==> config.mk <==
export PLATFORM = sky130hd
export DESIGN_NAME = alu_rs
export DESIGN_NICKNAME = d
export VERILOG_FILES = /design/src/rtl/alu_rs_pkg.sv /design/src/rtl/alu_rs_select.sv /design/src/rtl/alu_rs.sv
export SDC_FILE = /design/constraint.sdc
export NUM_CORES = 1
export LEC_CHECK = 0
export CAP_MARGIN = 20
export CORE_MARGIN = 2
export CORE_UTILIZATION = 55
export CTS_BUF_LIST = sky130_fd_sc_hd__clkbuf_4
export DETAILED_ROUTE_END_ITERATION = 10
export GPL_ROUTABILITY_DRIVEN = 1
export PLACE_DENSITY = 0.81
export SLEW_MARGIN = 20
export SYNTH_ARGS = -nofsm -noshare
export SYNTH_HDL_FRONTEND = slang
export SYNTH_SLANG_ARGS = --single-unit
==> constraint.sdc <==
create_clock -name clk_i -period 7.8 [get_ports clk_i]
set_input_delay 1.56 -clock clk_i [delete_from_list [all_inputs] [get_ports clk_i]]
set_output_delay 1.56 -clock clk_i [all_outputs]
set_load 0.02 [all_outputs]
==> src/rtl/alu_rs_pkg.sv <==
// Shared execution-unit defines: datapath width, reservation-station defaults,
// per-entry field layout and the issue payload carried to the arithmetic unit.
package alu_rs_pkg;

    localparam int unsigned XLEN           = 32;
    localparam int unsigned RS_NUM_ENTRIES = 4;
    localparam int unsigned RS_TAG_W       = 4;

    // Per-entry field layout: valid, pc, inst, tag, then two sources of {ready, tag, value}
    localparam int unsigned RS_VALID_W = 1;
    localparam int unsigned RS_PC_W    = XLEN;
    localparam int unsigned RS_INST_W  = XLEN;
    localparam int unsigned RS_RDY_W   = 1;
    localparam int unsigned RS_VAL_W   = XLEN;

    // Total storage bits of one entry for a given tag width
    function automatic int unsigned rs_entry_bits(input int unsigned tag_w);
        return RS_VALID_W + RS_PC_W + RS_INST_W + tag_w
             + 2 * (RS_RDY_W + tag_w + RS_VAL_W);
    endfunction

    // Operand/instruction payload handed to the arithmetic unit on issue
    typedef struct packed {
        logic [XLEN-1:0] pc;
        logic [XLEN-1:0] inst;
        logic [XLEN-1:0] rs1_value;
        logic [XLEN-1:0] rs2_value;
    } alu_issue_t;

endpackage

==> src/rtl/alu_rs_select.sv <==
// Oldest-eligible picker for the ALU reservation station.
// Ports:
//   eligible_i : per-entry eligible flags (valid and both sources ready)
//   older_i    : age matrix, bit [r*N+c] set when entry r is older than entry c
//   grant_c    : one-hot grant of the oldest eligible entry (combinational)
//   found_c    : at least one entry is eligible (combinational)
module alu_rs_select #(
    parameter int unsigned NUM_ENTRIES = 4
) (
    input  logic [NUM_ENTRIES-1:0]             eligible_i,
    input  logic [NUM_ENTRIES*NUM_ENTRIES-1:0] older_i,
    output logic [NUM_ENTRIES-1:0]             grant_c,
    output logic                               found_c
);

    logic [NUM_ENTRIES-1:0] blocked;

    // An eligible entry wins unless some other eligible entry is older
    always_comb begin
        blocked = '0;
        grant_c = '0;
        for (int c = 0; c < int'(NUM_ENTRIES); c++) begin
            for (int r = 0; r < int'(NUM_ENTRIES); r++) begin
                if (r != c && eligible_i[r] && older_i[r*int'(NUM_ENTRIES) + c]) begin
                    blocked[c] = 1'b1;
                end
            end
            grant_c[c] = eligible_i[c] & ~blocked[c];
        end
        found_c = |eligible_i;
    end

endmodule

==> src/rtl/alu_rs.sv <==
// ALU reservation station: holds dispatched instructions until both source
// operands are available (captured at dispatch or from the CDB), then issues
// the oldest ready entry, one per cycle, to a single-cycle arithmetic unit.
// Ports:
//   clk_i, reset_i (sync, active-high), flush_i
//   dispatch_*      : dispatch handshake and instruction/operand info
//   cdb_*           : result broadcast used for operand wakeup
//   alu_request_o   : registered issue strobe
//   issue_*_o       : registered issue payload (held while strobe low)
module alu_rs
    import alu_rs_pkg::*;
#(
    parameter int unsigned NUM_ENTRIES = RS_NUM_ENTRIES,
    parameter int unsigned TAG_W       = RS_TAG_W
) (
    input  logic             clk_i,
    input  logic             reset_i,
    input  logic             flush_i,
    input  logic             dispatch_valid_i,
    output logic             dispatch_ready_o,
    input  logic [XLEN-1:0]  dispatch_pc_i,
    input  logic [XLEN-1:0]  dispatch_inst_i,
    input  logic [TAG_W-1:0] dispatch_tag_i,
    input  logic             rs1_ready_i,
    input  logic             rs2_ready_i,
    input  logic [XLEN-1:0]  rs1_value_i,
    input  logic [XLEN-1:0]  rs2_value_i,
    input  logic [TAG_W-1:0] rs1_tag_i,
    input  logic [TAG_W-1:0] rs2_tag_i,
    input  logic             cdb_valid_i,
    input  logic [TAG_W-1:0] cdb_tag_i,
    input  logic [XLEN-1:0]  cdb_value_i,
    output logic             alu_request_o,
    output logic [XLEN-1:0]  issue_pc_o,
    output logic [XLEN-1:0]  issue_inst_o,
    output logic [XLEN-1:0]  issue_rs1_value_o,
    output logic [XLEN-1:0]  issue_rs2_value_o,
    output logic [TAG_W-1:0] issue_tag_o
);

    localparam int unsigned IDX_W = $clog2(NUM_ENTRIES);
    localparam int unsigned AGE_W = NUM_ENTRIES * NUM_ENTRIES;

    // Entry storage
    logic [NUM_ENTRIES-1:0] valid_q;
    logic [XLEN-1:0]        pc_q      [NUM_ENTRIES];
    logic [XLEN-1:0]        inst_q    [NUM_ENTRIES];
    logic [TAG_W-1:0]       tag_q     [NUM_ENTRIES];
    logic [NUM_ENTRIES-1:0] rs1_rdy_q;
    logic [NUM_ENTRIES-1:0] rs2_rdy_q;
    logic [TAG_W-1:0]       rs1_tag_q [NUM_ENTRIES];
    logic [TAG_W-1:0]       rs2_tag_q [NUM_ENTRIES];
    logic [XLEN-1:0]        rs1_val_q [NUM_ENTRIES];
    logic [XLEN-1:0]        rs2_val_q [NUM_ENTRIES];
    // Bit [r*N+c] set when entry r was dispatched before entry c
    logic [AGE_W-1:0]       older_q;

    alu_issue_t             issue_q;

    logic                   dispatch_fire;
    logic [IDX_W-1:0]       alloc_idx;
    logic [NUM_ENTRIES-1:0] alloc_oh;
    logic [NUM_ENTRIES-1:0] eligible;
    logic [NUM_ENTRIES-1:0] grant;
    logic                   sel_found;
    logic [IDX_W-1:0]       sel_idx;
    logic [NUM_ENTRIES-1:0] wake1;
    logic [NUM_ENTRIES-1:0] wake2;
    logic [NUM_ENTRIES-1:0] valid_d;
    logic [AGE_W-1:0]       older_d;
    logic                   disp_rs1_rdy;
    logic                   disp_rs2_rdy;
    logic [XLEN-1:0]        disp_rs1_val;
    logic [XLEN-1:0]        disp_rs2_val;

    // Ready reflects registered occupancy only; a slot freed by issue this cycle is not offered
    assign dispatch_ready_o = ~&valid_q;
    assign dispatch_fire    = dispatch_valid_i & dispatch_ready_o;
    assign eligible         = valid_q & rs1_rdy_q & rs2_rdy_q;

    alu_rs_select #(
        .NUM_ENTRIES (NUM_ENTRIES)
    ) u_select (
        .eligible_i (eligible),
        .older_i    (older_q),
        .grant_c    (grant),
        .found_c    (sel_found)
    );

    // Lowest free slot, one-hot allocation and grant index
    always_comb begin
        alloc_idx = '0;
        sel_idx   = '0;
        alloc_oh  = '0;
        for (int i = int'(NUM_ENTRIES) - 1; i >= 0; i--) begin
            if (!valid_q[i]) begin
                alloc_idx = IDX_W'(i);
            end
        end
        for (int i = 0; i < int'(NUM_ENTRIES); i++) begin
            alloc_oh[i] = dispatch_fire && (alloc_idx == IDX_W'(i));
            if (grant[i]) begin
                sel_idx = IDX_W'(i);
            end
        end
    end

    // CDB wakeup of waiting sources in resident entries
    always_comb begin
        wake1 = '0;
        wake2 = '0;
        for (int i = 0; i < int'(NUM_ENTRIES); i++) begin
            wake1[i] = cdb_valid_i && valid_q[i] && !rs1_rdy_q[i] && (rs1_tag_q[i] == cdb_tag_i);
            wake2[i] = cdb_valid_i && valid_q[i] && !rs2_rdy_q[i] && (rs2_tag_q[i] == cdb_tag_i);
        end
    end

    // Same-cycle CDB bypass into the dispatched entry
    always_comb begin
        disp_rs1_rdy = rs1_ready_i | (cdb_valid_i && (rs1_tag_i == cdb_tag_i));
        disp_rs2_rdy = rs2_ready_i | (cdb_valid_i && (rs2_tag_i == cdb_tag_i));
        disp_rs1_val = rs1_ready_i ? rs1_value_i : cdb_value_i;
        disp_rs2_val = rs2_ready_i ? rs2_value_i : cdb_value_i;
    end

    // Next valid/age state: new entry is younger than every other entry
    always_comb begin
        valid_d = (valid_q & ~grant) | alloc_oh;
        older_d = older_q;
        for (int r = 0; r < int'(NUM_ENTRIES); r++) begin
            for (int c = 0; c < int'(NUM_ENTRIES); c++) begin
                if (alloc_oh[r]) begin
                    older_d[r*int'(NUM_ENTRIES) + c] = 1'b0;
                end else if (alloc_oh[c]) begin
                    older_d[r*int'(NUM_ENTRIES) + c] = 1'b1;
                end
            end
        end
    end

    // Entry, age and issue registers; reset beats flush beats normal operation
    always_ff @(posedge clk_i) begin
        if (reset_i) begin
            valid_q       <= '0;
            older_q       <= '0;
            alu_request_o <= 1'b0;
            issue_q       <= '0;
            issue_tag_o   <= '0;
        end else if (flush_i) begin
            valid_q       <= '0;
            alu_request_o <= 1'b0;
        end else begin
            valid_q       <= valid_d;
            older_q       <= older_d;
            alu_request_o <= sel_found;
            if (sel_found) begin
                issue_q     <= '{pc:        pc_q[sel_idx],
                                 inst:      inst_q[sel_idx],
                                 rs1_value: rs1_val_q[sel_idx],
                                 rs2_value: rs2_val_q[sel_idx]};
                issue_tag_o <= tag_q[sel_idx];
            end
            for (int i = 0; i < int'(NUM_ENTRIES); i++) begin
                if (wake1[i]) begin
                    rs1_rdy_q[i] <= 1'b1;
                    rs1_val_q[i] <= cdb_value_i;
                end
                if (wake2[i]) begin
                    rs2_rdy_q[i] <= 1'b1;
                    rs2_val_q[i] <= cdb_value_i;
                end
            end
            if (dispatch_fire) begin
                pc_q[alloc_idx]      <= dispatch_pc_i;
                inst_q[alloc_idx]    <= dispatch_inst_i;
                tag_q[alloc_idx]     <= dispatch_tag_i;
                rs1_rdy_q[alloc_idx] <= disp_rs1_rdy;
                rs2_rdy_q[alloc_idx] <= disp_rs2_rdy;
                rs1_tag_q[alloc_idx] <= rs1_tag_i;
                rs2_tag_q[alloc_idx] <= rs2_tag_i;
                rs1_val_q[alloc_idx] <= disp_rs1_val;
                rs2_val_q[alloc_idx] <= disp_rs2_val;
            end
        end
    end

    assign issue_pc_o        = issue_q.pc;
    assign issue_inst_o      = issue_q.inst;
    assign issue_rs1_value_o = issue_q.rs1_value;
    assign issue_rs2_value_o = issue_q.rs2_value;

endmodule

Word-level counts from Yosys, hierarchy flattened

Memory sizes are Yosys's and may differ from the RTL's. A register that Yosys moved wholly into a read port is not among the register bits.
Cells that the tools add are included.

Register bits: 25
RAM bits: 560
Logic and storage cells: 219
Memories kept: 7

$lt $le $gt $ge: 2
Equality and inequality tests: 13
Mux-type cells: 103
Bitwise logic cells: 18
Reductions and logical operators: 66

Memories:

| name            | depth | width | read ports | clocked after Yosys merged registers in | wr ports | RTL line     | source |
|---|---|---|---|---|---|---|---|
| inst_q          | 4     | 32    | 1          | 1                                       | 1        | alu_rs.sv:47 | `logic [XLEN-1:0] inst_q [NUM_ENTRIES];` |
| pc_q            | 4     | 32    | 1          | 1                                       | 1        | alu_rs.sv:46 | `logic [XLEN-1:0] pc_q [NUM_ENTRIES];` |
| rs1_val_q       | 4     | 32    | 1          | 1                                       | 5        | alu_rs.sv:53 | `logic [XLEN-1:0] rs1_val_q [NUM_ENTRIES];` |
| rs2_val_q       | 4     | 32    | 1          | 1                                       | 5        | alu_rs.sv:54 | `logic [XLEN-1:0] rs2_val_q [NUM_ENTRIES];` |
| rs1_tag_q       | 4     | 4     | 4          | 0                                       | 1        | alu_rs.sv:51 | `logic [TAG_W-1:0] rs1_tag_q [NUM_ENTRIES];` |
| rs2_tag_q       | 4     | 4     | 4          | 0                                       | 1        | alu_rs.sv:52 | `logic [TAG_W-1:0] rs2_tag_q [NUM_ENTRIES];` |
| 1 more memories | n/a   | n/a   | n/a        | n/a                                     | n/a      | n/a          |  |

Operators by type and width:

| operator           | count |
|---|---|
| $mux 1             | 90 |
| $mux 32            | 2 |
| $eq 4x4->1         | 10 |
| $logic_and 1x1->1  | 39 |
| $reduce_and 2->1   | 8 |
| $and 4x4->4        | 3 |
| $mux 2             | 6 |
| $reduce_bool 2->1  | 6 |
| $logic_not 1->1    | 9 |
| $bwmux 4           | 2 |
| $mux 4             | 2 |
| $not 1->1          | 6 |
| $and 1x1->1        | 5 |
| $eq 2x2->1 const B | 2 |
| $not 4->4          | 1 |
| $or 4x4->4         | 1 |
| $reduce_and 4->1   | 1 |
| $reduce_or 4->1    | 1 |
| $lt 2x3->1 const B | 1 |
| $demux 1 s2        | 1 |
| $eq 2x1->1 const B | 1 |
| $ge 2x1->1 const B | 1 |
| $logic_not 2->1    | 1 |
| $or 1x1->1         | 2 |
| $reduce_or 2->1    | 1 |

Depth between registers and ports, before layout

Gate-level depths: netlist of the first run.

Depth after elaboration: 11
Gate-level depth with buffers: 9
Mapped depth without buffers: 5

Hierarchy

From an unflattened synthesis of the first run, not the netlist that was laid out.

Cell total of the unflattened synthesis: 2089
Area total of the unflattened synthesis: 30309.1 µm²

By module, submodules not included:

| module        | times used | cells each | area each (µm²) | seq. area each (µm²) |
|---|---|---|---|---|
| alu_rs        | 1          | 2076       | 30230.2         | 20039.2 |
| alu_rs_select | 1          | 13         | 78.8            | 0.0 |

Worst setup path after synthesis of the first run

OpenSTA, ideal clock, no wires.

Path type: input port to flip-flop
Start: input reset_i
End: memory rs1_val_q[3][10], data pin
Setup time: 260 ps
Data arrival time: 6604 ps
Required time: 7540 ps
Path slack: 936 ps
Stages on the path: 7
Path buffers: 3
Cell sequence: clkbuf_1 or2_2 buf_2 nor2_1 nand2_1 buf_1 mux2_2

RTL lines:

| element         | RTL line     | source |
|---|---|---|
| start, declared | alu_rs.sv:17 | `input logic reset_i,` |
| end, declared   | alu_rs.sv:53 |  |

==> results of run 1 <==
==> synthesized netlist by cell type (all sizes together) <==
cell type	n	area share, %
a222oi	132	4.6
a31oi	4	0.087
edfxtp	568	59
nor3	13	0.23
and4	1	0.030
nand2	15	0.19
nand2b	2	0.043
o2111ai	2	0.082
mux2	388	15
a21oi	16	0.28
nor4	5	0.11
nor3b	2	0.052
buf	69	1.3
clkinv	1	0.013
nor2b	2	0.043
xnor2	26	0.79
or2	4	0.087
inv	3	0.039
and2	2	0.043
clkbuf	66	0.86
or3	1	0.022
dfxtp	149	10
a211oi	134	3.5
nand3	8	0.14
o41ai	1	0.030
o21a	11	0.29
nor2	156	2.0
nand4	11	0.24
and3	3	0.065
o21ai	1	0.017
xor2	14	0.42
==> power by group through the flow <==
stage | combinational [mW] | sequential, mW | clock, mW
6_report | 0.404 | 4.19 | 3.39
5_1_grt | 0.432 | 4.19 | 3.66
4_1_cts | 0.403 | 4.19 | 3.46
3_5_place_dp | 0.400 | 4.27 | 0
3_3_place_gp | 0.386 | 4.27 | 0
2_1_floorplan | 0.170 | 4.28 | 0
==> sequential cells by signal, summed over array words and instances, names as in the netlist, 12 cells and up <==
signal,cells
inst_q,128
pc_q,128
rs1_val_q,128
rs2_val_q,128
issue_inst_o,32
issue_pc_o,32
issue_rs1_value_o,32
issue_rs2_value_o,32
rs1_tag_q,16
rs2_tag_q,16
tag_q,16
older_q,12
==> through the flow <==
step           utilization (%)  instance area [µm²]
3_3_place_gp              62.3                32600
4_1_cts                   67.2                35100
3_5_place_dp              62.4                32600
6_report                  67.3                35200
5_1_grt                   67.3                35100
2_1_floorplan                -                28900
==> per-layer routing <==
layer,vias to the layer above,track usage [%]
li1,8219,-
met1,9309,33.8
met2,849,47.2
met3,117,7.23
met4,14,9.63
met5,-,0
==> cell type report <==
| cell class | instances | area [µm²] |
|---|---|---|
| Sequential cell | 717 | 20000 |
| Clock inverter | 47 | 363 |
| Clock buffer | 290 | 2180 |
| Tap cell | 688 | 861 |
| Timing Repair Buffer | 334 | 3340 |
| Inverter | 4 | 15.0 |
| Fill cell | 3591 | 17100 |
| Antenna cell | 7 | 17.5 |
| Multi-Input combinational cell | 954 | 8350 |
==> worst paths after layout <==
| path | startpoint | endpoint | slack (ps) | cells past startpoint |
|---|---|---|---|---|
| max | flush_i | rs2_val_q[1][16]$_DFFE_PP_ | 3540 | 5 |
| min | older_q[11]$_SDFFE_PP0P_ | older_q[11]$_SDFFE_PP0P_ | 460 | 2 |
| min reg2reg | older_q[11]$_SDFFE_PP0P_ | older_q[11]$_SDFFE_PP0P_ | 460 | 2 |
| max reg2reg | valid_q[0]$_SDFF_PN0_ | issue_tag_o[0]$_SDFFE_PP0P_ | 3990 | 6 |
==> worst reg2reg max path, delay by kind of cell (launching register included) <==
family                 cells  cell delay [ps]
buffers and inverters      1              820
and+or+nand+nor            2             1230
AOI/OAI and AO/OA          3             1140
DFF                        1              520
==> logic make-up after synthesis <==
| family | count (synthesis) | share of synthesized area [%] |
|---|---|---|
| multiplexers | 388 | 15.1 |
| AND/OR/NAND/NOR | 225 | 3.32 |
| flip-flops | 717 | 69.3 |
| buffers and inverters | 139 | 2.20 |
| AO/OA/AOI/OAI | 301 | 8.83 |
| XOR/XNOR | 40 | 1.21 |
==> metrics.md, run 1 <==
| Metric | Value |
|---|---|
| Status | `completed` |
| Routed wl met3 | `6400 µm` |
| Sequential Power Share | `52.4%` |
| Die Height | `233 µm` |
| TritonCTS clock tree | `yes` |
| Comb power frac | `slightly above 5%` |
| Clk network pwr share | `42.5%` |
| Area Growth Syn to Fin | `21.6%` |
| First-pass GRT wire length | `111000 µm` |
| Net Sw Frac | `21.6%` |
| Largest net degree at the start of global routing | `180` |
| WL/cell | `24.6 µm` |
| CP Max Fanout | `32` |
| TritonCTS Buffers | `approximately 180` |
| Crit-path max cell delay | `860 ps` |
| Slew at the pin closest to its max-slew limit | `1170 ps` |
| Worst Path Required | `about 8500 ps` |
| Syn nets | `roughly 2000` |
| Post-Syn Instances | `1810` |
| Worst vdd ir | `0.141 mV` |
| Post-DR vias/cell | `6.09` |
| Die area | `54400 µm²` |
| Number of port buffers | `between 300 and 400` |
| Ys Warns | `0` |
| WL final | `74700 µm` |
| Critical Path End Type | `register` |
| DP Worst Slack | `2410 ps` |
| Fin. max-slew vios | `0` |
| Vias post-DR | `18500` |
| Clock skew | `52.3 ps` |
| Max Freq | `235 MHz` |
| H-tree levels | `4` |
| DP Cell Count | `around 2700` |
| Mapped Area | `slightly below 30000 µm²` |
| Nets | `roughly 2400` |
| Max Used Layer | `met5` |
| RD Place Congestion | `0.879` |
| Die width | `233 µm` |
| Post-CTS Setup Bufs | `0` |
| Commonest non-fill, non-tap cell in the layout | `edfxtp_1` |
| Dpl hpwl | `42900 µm` |
| Residual DRC count | `0` |
| Fin. Hold Viols | `0` |
| Drt first pass iters | `9` |
| RSZ-0062 raised after global routing | `false` |
| Starting Density | `55.3%` |
| Critical-path top delay cell | `nor2_4` |
| Setup ws final | `between 3000 and 4000 ps` |
| Via count of the first global-routing pass | `about 19000` |
| Non-Filler Instances | `3041` |
| Post-CTS Resized | `0` |
| Detail Route Antenna Nets | `0` |
| Worst slew margin | `21.9%` |
| Overall power | `7.99 mW` |
| Clock Tree Buf Depth | `3` |
| Register bit count reported by yosys | `just over 700` |
| Clk sink count | `717` |
| Critical Path Source Type | `input port` |
| Clk pin slew, worst setup/hold paths | `60 ps` |
| Total track usage | `27.5%` |
| Initial drt markers | `between 2000 and 2500` |
| Root Driver | `clkbuf_4` |
| CP delay by family, top | `simple AND/OR/NAND/NOR gates` |
| Count of unique library cells instantiated by Yosys | `37` |
| Final setup vio count | `0` |
| Avg Cell Area, Syn | `16.0 µm²` |
| Pleak | `11.5 nW` |
| Initial antenna violation count | `14` |
| Hold WC Path Type | `reg -> reg` |
| Routed length on met1 | `28700 µm` |
| Crit path buffers/inverters | `1` |
| Hold Slack | `465 ps` |
| Hold_buf cts | `0` |
| Final min period | `between 4000 and 5000 ps` |
| Wire length on met2 | `~38000 µm` |
| Most frequent cells in the layout | `568 x edfxtp_1, 319 x mux2_2, 315 x clkdlybuf4s50_1` |
| Tcrit/Tclk final | `54.6%` |
| Sequential element share of the synthesized area | `between 60 and 70%` |
| Switching power total | `1.73 mW` |
| Cell Rows | `84` |
| Setup Crit Path Kind | `in -> reg` |
| Power Internal | `6.26 mW` |
| Setup tns final | `0 ps` |
| Clock Latency Late Sink | `about 1000 ps` |
| GRT Residual Overflow | `0` |
| Worst-path cell chain | `clkdlybuf4s50_1, or2_2, nor2_4, nand2_2, mux2_2` |
| Layout cell share with drive strength beyond 1 | `28.7%` |
| Ports | `317` |
| Arr. time, crit path | `4970 ps` |
| PD cells | `227 nW/µm²` |
| MaxCap Viol Count | `0` |
| Core Area | `52200 µm²` |
Note: power is estimated with default switching activity, not from simulation.
==> run 2, diff against run 1 <==
clock period = 4.1 ns   (was 7.8 ns; I/O delays follow)
==> run 2 against run 1 <==
Compared with the run above:
- global-route usage is 0.14 points higher
- design area is 1.0% higher
- flip-flop and latch count stayed put
- clock-buffer cell count is 17 lower
- first-iteration DRC count is 1.5% higher
==> metrics.md, run 2 (synthesis results as in run 1) <==
| Metric | Value |
|---|---|
| Slew at the pin closest to its max-slew limit | `905 ps (-267 ps)` |
| Commonest non-fill, non-tap cell in the layout | `edfxtp_1` |
| Clock Latency Late Sink | `1000 ps (about the same)` |
| Largest net degree at the start of global routing | `97 (-46%)` |
| Post-CTS Resized | `0 (unchanged)` |
| H-tree levels | `4 (unchanged)` |
| Crit-path max cell delay | `630 ps (-230 ps)` |
| RD Place Congestion | `0.813 (-7.5%)` |
| DP Cell Count | `2728 (+1.2%)` |
| Layout cell share with drive strength beyond 1 | `28.9% (+0.16 points)` |
| Status | `completed` |
| GRT Residual Overflow | `0 (unchanged)` |
| Worst slew margin | `39.6% (+18 points)` |
| Nets | `2400 (+1.1%)` |
| Hold Slack | `433 ps (-31.7 ps)` |
| Non-Filler Instances | `3059 (+0.59%)` |
| Crit path buffers/inverters | `1 (unchanged)` |
| Total track usage | `27.7% (+0.14 points)` |
| Arr. time, crit path | `4040 ps (-930 ps)` |
| Fin. max-slew vios | `0 (unchanged)` |
| Fin. Hold Viols | `0 (unchanged)` |
| Most frequent cells in the layout | `568 x edfxtp_1, 319 x mux2_2, 315 x clkdlybuf4s50_1` |
| Cell Rows | `84 (unchanged)` |
| TritonCTS clock tree | `yes` |
| Root Driver | `clkbuf_4` |
| Final setup vio count | `0 (unchanged)` |
| Post-route cell area | `35500 µm² (+1.0%)` |
| Die area | `54400 µm² (unchanged)` |
| Worst vdd ir | `0.298 mV (+110%)` |
| Final min period | `3160 ps` |
| Dpl hpwl | `43200 µm (+0.58%)` |
| Critical Path Source Type | `register` |
| First-pass GRT wire length | `112000 µm (+0.59%)` |
| Ports | `317 (unchanged)` |
| Number of port buffers | `316 (unchanged)` |
| MaxCap Viol Count | `0 (unchanged)` |
| Worst-path cell chain | `nand3_1, o2111ai_1, and2_4, buf_4, a222oi_1, a211oi_1` |
| Initial drt markers | `2090 (+1.5%)` |
| Clk sink count | `717 (unchanged)` |
| Core Area | `52200 µm² (unchanged)` |
| Die Height | `233 µm (unchanged)` |
| TritonCTS Buffers | `175 (-2.2%)` |
| Pleak | `11.6 nW (+1.2%)` |
| Die width | `233 µm (unchanged)` |
| Clk pin slew, worst setup/hold paths | `70 ps (about the same)` |
| WL/cell | `24.4 µm (-0.48%)` |
| RSZ-0062 raised after global routing | `false` |
| CP delay by family, top | `compound AO/OA/AOI/OAI gates` |
| Vias post-DR | `18500 (+0.054%)` |
| Hold_buf cts | `0 (unchanged)` |
| Post-DR vias/cell | `6.05 (-0.53%)` |
| Via count of the first global-routing pass | `19300 (+1.9%)` |
| Critical-path top delay cell | `and2_4` |
| Overall power | `14.9 mW (+86%)` |
| Critical Path End Type | `register` |
| Clock Tree Buf Depth | `3 (unchanged)` |
| Post-CTS Setup Bufs | `0 (unchanged)` |
| Placed standard-cell area | `33100 µm² (+1.6%)` |
| Drt first pass iters | `8 (-1)` |
| Tcrit/Tclk final | `77.1%` |
| Max Freq | `317 MHz` |
| Starting Density | `55.3% (unchanged)` |
| PD cells | `419 nW/µm² (+85%)` |
| CP Max Fanout | `38 (+19%)` |
| Initial antenna violation count | `13 (-1)` |
| Residual DRC count | `0 (unchanged)` |
| Detail Route Antenna Nets | `0 (unchanged)` |
| Setup Crit Path Kind | `reg -> reg` |
| Hold WC Path Type | `in -> reg` |
| Clock skew | `36.5 ps (-15.8 ps)` |
| Area Growth Syn to Fin | `22.8%` |
| WL final | `74800 µm (+0.10%)` |
| Worst Path Required | `4980 ps (-3530 ps)` |
run 2: cell count changes in the layout (fill, tap and decap cells not counted), sizes merged:
cell / previous run / this run
clkbuf: 290 / 273
buf: 19 / 50
bufinv: 6 / 5
inv: 4 / 6
clkinv: 39 / 41
clkinvlp: 2 / 3
run 2: path summary, 6_finish.rpt:
kind	startpoint	to	slack [ps]	depth (start not counted)
worst max-delay path	valid_q[0]$_SDFF_PN0_	issue_pc_o[9]$_SDFFE_PP0P_	940	6
worst min-delay path	reset_i	valid_q[2]$_SDFF_PN0_	430	3
worst max register to register	valid_q[0]$_SDFF_PN0_	issue_pc_o[9]$_SDFFE_PP0P_	940	6
worst min register to register	older_q[11]$_SDFFE_PP0P_	older_q[11]$_SDFFE_PP0P_	470	2
run 2: per-layer routing:
metal / wire length, µm / track usage, % / vias up / share of wire [%]
met5: 87 / 0 / - / 0.12
met4: 2060 / 12.2 / 12 / 2.8
met3: 6360 / 7.59 / 121 / 8.5
met2: 37300 / 46.5 / 867 / 50
met1: 29000 / 33.5 / 9271 / 39
li1: - / - / 8247 / -
run 2: cell type report:
class,count,area [µm²]
Timing Repair Buffer,365,3840
Sequential cell,717,20000
Clock buffer,273,2050
Tap cell,688,861
Antenna cell,7,17.5
Multi-Input combinational cell,954,8350
Fill cell,3518,16700
Clock inverter,51,335
Inverter,4,15.0
run 2: worst min-delay path: stages:
cell and delay, ps:
buf_6 100, or2_2 350, nor2_1 90
run 2: power by group:
part / switching [mW] / leakage [nW] / internal [mW]
Clock: 2.79 / 1.40 / 3.34
Combinational: 0.383 / 3.87 / 0.402
Sequential: 0.0357 / 6.34 / 7.93
Total: 3.21 / 11.6 / 11.7
run 2: metrics by stage:
stage               setup WS (ps)  utilization, %  TNS, ps
floorplan                    -609               -  -150650
global placement              584            63.4        0
detailed placement            508            63.4        0
CTS                           873            67.9        0
global route                  808            68.0        0
finish                        941            68.0        0
